**src/rtl/modn_updown_counter.sv**
```systemverilog
// Mod-N up/down counter with prescaler, synchronous load, and tc/wrap cascade outputs.
// Optional registered BCD image of the count when MODN_BCD_EN is defined.
module modn_updown_counter #(
    parameter int MODULUS  = 100,
    parameter int WIDTH    = $clog2(MODULUS),
    parameter int PRESCALE = 1
`ifdef MODN_BCD_EN
    ,
    parameter int BCD_DIG  = 2
`endif
) (
    input  logic             clk,
    input  logic             rst,
    input  logic             en,
    input  logic             up_dn,
    input  logic             load,
    input  logic [WIDTH-1:0] load_val,
    output logic [WIDTH-1:0] count,
    output logic             tc,
    output logic             wrap,
    output logic             load_err
`ifdef MODN_BCD_EN
    ,
    output logic [4*BCD_DIG-1:0] bcd
`endif
);

    localparam int PW = (PRESCALE > 1) ? $clog2(PRESCALE) : 1;
    localparam logic [PW-1:0]    PS_LAST = PW'(PRESCALE - 1);
    localparam logic [WIDTH-1:0] CNT_MAX = WIDTH'(MODULUS - 1);
    localparam logic [WIDTH:0]   MOD_EXT = (WIDTH + 1)'(MODULUS);

    logic [WIDTH-1:0] count_q, count_d;
    logic [PW-1:0]    ps_q, ps_d;
    logic             wrap_q, wrap_d;
    logic             lerr_q, lerr_d;
    logic             step;
    logic             at_end;
    logic             load_bad;

    assign step     = en & (ps_q == PS_LAST);
    assign at_end   = up_dn ? (count_q == CNT_MAX) : (count_q == '0);
    assign load_bad = ({1'b0, load_val} >= MOD_EXT);

`ifdef MODN_BCD_EN
    localparam int BW = 4 * BCD_DIG;

    logic [BW-1:0] bcd_q, bcd_d;

    // Double-dabble conversion; only used for loads and the down-wrap constant.
    function automatic logic [BW-1:0] bin2bcd(input logic [WIDTH-1:0] v);
        logic [BW-1:0] r;
        r = '0;
        for (int i = WIDTH - 1; i >= 0; i--) begin
            for (int d = 0; d < BCD_DIG; d++) begin
                if (r[4*d +: 4] >= 4'd5) r[4*d +: 4] = r[4*d +: 4] + 4'd3;
            end
            r = {r[BW-2:0], v[i]};
        end
        return r;
    endfunction

    // Decade increment with ripple carry between digits.
    function automatic logic [BW-1:0] bcd_inc(input logic [BW-1:0] v);
        logic [BW-1:0] r;
        logic          c;
        r = v;
        c = 1'b1;
        for (int d = 0; d < BCD_DIG; d++) begin
            if (c) begin
                if (r[4*d +: 4] == 4'd9) begin
                    r[4*d +: 4] = 4'd0;
                end else begin
                    r[4*d +: 4] = r[4*d +: 4] + 4'd1;
                    c = 1'b0;
                end
            end
        end
        return r;
    endfunction

    // Decade decrement with ripple borrow between digits.
    function automatic logic [BW-1:0] bcd_dec(input logic [BW-1:0] v);
        logic [BW-1:0] r;
        logic          b;
        r = v;
        b = 1'b1;
        for (int d = 0; d < BCD_DIG; d++) begin
            if (b) begin
                if (r[4*d +: 4] == 4'd0) begin
                    r[4*d +: 4] = 4'd9;
                end else begin
                    r[4*d +: 4] = r[4*d +: 4] - 4'd1;
                    b = 1'b0;
                end
            end
        end
        return r;
    endfunction
`endif

    // Next-state: load beats step, step beats hold.
    always_comb begin
        count_d = count_q;
        ps_d    = ps_q;
        wrap_d  = 1'b0;
        lerr_d  = 1'b0;
`ifdef MODN_BCD_EN
        bcd_d   = bcd_q;
`endif
        if (load) begin
            ps_d = '0;
            if (load_bad) begin
                count_d = '0;
                lerr_d  = 1'b1;
`ifdef MODN_BCD_EN
                bcd_d   = '0;
`endif
            end else begin
                count_d = load_val;
`ifdef MODN_BCD_EN
                bcd_d   = bin2bcd(load_val);
`endif
            end
        end else if (step) begin
            ps_d   = '0;
            wrap_d = at_end;
            if (up_dn) begin
                count_d = at_end ? '0 : count_q + 1'b1;
`ifdef MODN_BCD_EN
                bcd_d   = at_end ? '0 : bcd_inc(bcd_q);
`endif
            end else begin
                count_d = at_end ? CNT_MAX : count_q - 1'b1;
`ifdef MODN_BCD_EN
                bcd_d   = at_end ? bin2bcd(CNT_MAX) : bcd_dec(bcd_q);
`endif
            end
        end else if (en) begin
            ps_d = ps_q + 1'b1;
        end
    end

    // State registers, cleared asynchronously.
    always_ff @(posedge clk or posedge rst) begin
        if (rst) begin
            count_q <= '0;
            ps_q    <= '0;
            wrap_q  <= 1'b0;
            lerr_q  <= 1'b0;
`ifdef MODN_BCD_EN
            bcd_q   <= '0;
`endif
        end else begin
            count_q <= count_d;
            ps_q    <= ps_d;
            wrap_q  <= wrap_d;
            lerr_q  <= lerr_d;
`ifdef MODN_BCD_EN
            bcd_q   <= bcd_d;
`endif
        end
    end

    assign count    = count_q;
    assign tc       = step & at_end;
    assign wrap     = wrap_q;
    assign load_err = lerr_q;
`ifdef MODN_BCD_EN
    assign bcd      = bcd_q;
`endif

endmodule

```
**config.mk**
```make
export PLATFORM = sky130hd
export DESIGN_NAME = modn_updown_counter
export DESIGN_NICKNAME = d
export VERILOG_FILES = /design/src/rtl/modn_updown_counter.sv
export SDC_FILE = /design/constraint.sdc
export NUM_CORES = 1
export LEC_CHECK = 0
export ABC_CLOCK_PERIOD_IN_PS = 1800
export BUFFER_PORTS_ARGS = -buffer_cell sky130_fd_sc_hd__buf_2
export CORE_UTILIZATION = 38
export DETAILED_ROUTE_END_ITERATION = 12
export HOLD_SLACK_MARGIN = 0.02
export PLACE_DENSITY_LB_ADDON = 0.25
export SETUP_SLACK_MARGIN = 0.02
export SLEW_MARGIN = 20
export SYNTH_ARGS = -nofsm -noshare
export SYNTH_HDL_FRONTEND = slang
export SYNTH_SLANG_ARGS = --single-unit
```
**constraint.sdc**
```tcl
create_clock -name clk -period 1.8 [get_ports clk]
set_input_delay 0.18 -clock clk [delete_from_list [all_inputs] [get_ports clk]]
set_output_delay 0.18 -clock clk [all_outputs]
set_load 0.01 [all_outputs]
```
==> flow_summary.yaml <==
logic_synthesis:
  number_of_synthesized_flops_with_an_enable_pin: 0
  post_synth_top_area_cell: "dfrtp_1"
  syn_nets: 106
  synth.mux.area_fraction_pct: 0
  syn_area_um2: 765.7
  netlist-cell-type-count: 35
  compound_gate_fraction_of_synth_area_pct: 24.84
  count_leader_synth: "dfrtp_1"
  warnings_synthesis: 0
  synth_top_family_by_area: "simple AND/OR/NAND/NOR gates"
  synth_cells: 92
  ys_dominant_reg_cell: "dfrtp_1"
  synthTopCellsByCount: "dfrtp_1 (10), nand3_1 (8), a21oi_1 (6), nor2b_1 (6)"
  synth_seq_cells: 10
  synth.area.top_cells: "dfrtp_1 (33%), nand3_1 (5.2%), nor2b_1 (4.9%), a21oi_1 (3.9%), ha_1 (3.3%)"
  post_synthesis_xor_xnor_area_fraction_pct: 0
  share_of_flip_flops_with_an_asynchronous_set_or_reset_after_synthesis_pct: 100.0
  synth_top_area_share_pct: 32.68
  yosys.area_share.adder_pct: 3.268
  post_synth.cell_area_avg_um2: 8.323
  synth_simple_gate_area_share_pct: 34.15
  yosysSeqAreaShare_pct: 32.68
sta:
  clock_skew_ps: 3.600
  slew_headroom_pct: 74.48
  fin_crit_ps: 1720
  final_report_setup_violation_count: 0
  finalHoldWorstSlack_ps: 102.1
  timing.final.ws_setup_ps: 80.08
  grt_setup_unrepaired: "false"
  max_clock_freq_ghz: 0.5814
  worst-slew-pin-transition_ps: 382.5
  final_max_slew_viol_count: 0
  hold_violations: 0
  finalCritPeriodShare_pct: 95.55
  totalNegativeSetupSlack_ps: 0
pwr:
  post-layout-total-power_uw: 703.4
  p_per_area_nw_per_um2: 674.9
  irDropWorstVdd_mv: 0.4534
  power.static_leakage_nw: 0.4488
die:
  design.die.area_um2: 2199
  core_um2: 1802
  num_rows: 15
  top_level_ports: 22
  initial_utilization_pct: 42.50
  die_x_um: 46.89
  die_height_um: 46.89
critical_path:
  critical_path.startpoint_type: "register"
  rr_worst_depth: 5
  cp_data_required_time_ps: 2000
  setup.worst_path.end_class: "register"
  crit_fanout: 5
  worst_path_class_setup: "register to register"
  arrival_ps: 1920
hold_path:
  hold_path.class: "primary input to register"
  worst_hold_path_cell_count: 2
final_layout:
  area_growth_syn_to_layout_pct: 36.11
  filler_cell_count: 178
  post-route-util_pct: 57.85
  drive_above_1_share_pct: 38.52
  layoutNonFillerInstCount: 147
  stdcell_area_um2: 1042
  final_nets: 137
  antenna-diode-count: 0
place:
  port-buffer-count: 21
  dpl.hpwl_um: 1456
  place.gp.congestion: 0.8341
  placement.cell_area_um2: 924.6
  placed_cells_incl_taps: 140
  preCtsSetupSlack_ps: 20.73
routing:
  post_drt_antenna_nets: 0
  routedWlPerCell_um: 13.78
  drc_errors: 0
  dr.first_iter.drc_count: 26
  vias: 839
  vias_per_cell: 5.707
  dr.pass1.iters: 4
  wirelength_um: 2026
clocking:
  worst_setup_hold_path_clk_slew_ps: 60
  tritoncts: "built"
  insertion_delay_ps: 270
  root_buffer: "clkbuf_4"
  clock_path_buffers: 2
  numClockSinks: 10
  cts_inserted_buffers: 3
  cts_htree_levels: 1
outcome:
  outcome: "complete, no violations"
global_route:
  antenna_found_initial: 0
  globalRoute.totalOverflow: 0
  maximum_number_of_pins_on_one_net_before_global_route_repair: 22
  grt_util_all_layers_pct: 21.03
  first_pass_grt_wire_length_um: 3236
  number_of_global_route_vias_before_repair: 753
run:
  max_cap_viol_count: 0
## flip-flops by register name (all words and copies together) (netlist names)
| register | cells |
|---|---|
| count | 7 |
| ps_q | 1 |
| wrap | 1 |
| load_err | 1 |
## path summary, 6_finish.rpt
check	startpoint	end	slack (ps)
setup / recovery	count[3]	count[6]	80
hold / removal	en	ps_q	100
setup reg to reg	count[3]	count[6]	80
hold reg to reg	count[0]	count[0]	560
max in group asynchronous	rst	count[1]	1080
min in group asynchronous	rst	ps_q	420
## per-layer routing
metal	global-route usage [%]	vias to the layer above	routed length [um]
li1	-	417	-
met3	5.769	2	111
met4	8.000	0	19
met1	26.35	395	943
met2	34.44	25	952
met5	0	-	0
## timing repair
action / 4_1_cts / 5_1_grt
pin swaps: 1 / 0
hold buffers: 1 / 0
setup buffers: 2 / 0
setup endpoints to repair: 2 / 1
gates resized for setup: 7 / 6
hold endpoints to repair: 10 / 0
## layout by cell type, fill, tap and decap left out, drive strengths merged, types with 4 or more instances in the layout
master / n
o21ai: 5
nor2b: 6
a21oi: 6
nand2: 4
clkbuf: 4
nor2: 4
dfrtp: 10
buf: 28
nand3: 8
inv: 5
nand2b: 4
nand4: 4
and3: 4
## kinds of logic (layout without fill, tap and decap cells)
| logic type | Yosys count | count (layout) |
|---|---|---|
| simple gates | 45 | 45 |
| buf+inv | 8 | 38 |
| flops | 10 | 10 |
| compound gates | 27 | 27 |
| fa+ha+maj | 2 | 2 |
## worst max-delay path, cell delays in order, from the launching register on
cell     delay, ps
dfrtp_1        370
buf_4          150
or3_1          390
or3_1          390
a211o_1        270
nand3_1         80
## power by group
group          total [mW]  internal (mW)  switching (mW)
clock network       0.161         0.0857          0.0751
logic               0.262          0.123           0.139
registers           0.281          0.247          0.0332
## area by class of cell
| class | instances | area [um^2] | area share [%] |
|---|---|---|---|
| multi-input cells | 74 | 545.5 | 52.34 |
| clock buffers | 4 | 26.28 | 2.521 |
| inverters | 5 | 18.77 | 1.801 |
| well taps | 25 | 31.28 | 3.001 |
| flip-flops and latches | 10 | 252.7 | 24.25 |
| repair buffers | 29 | 167.7 | 16.09 |
Note: power is estimated with default switching activity, not from simulation.
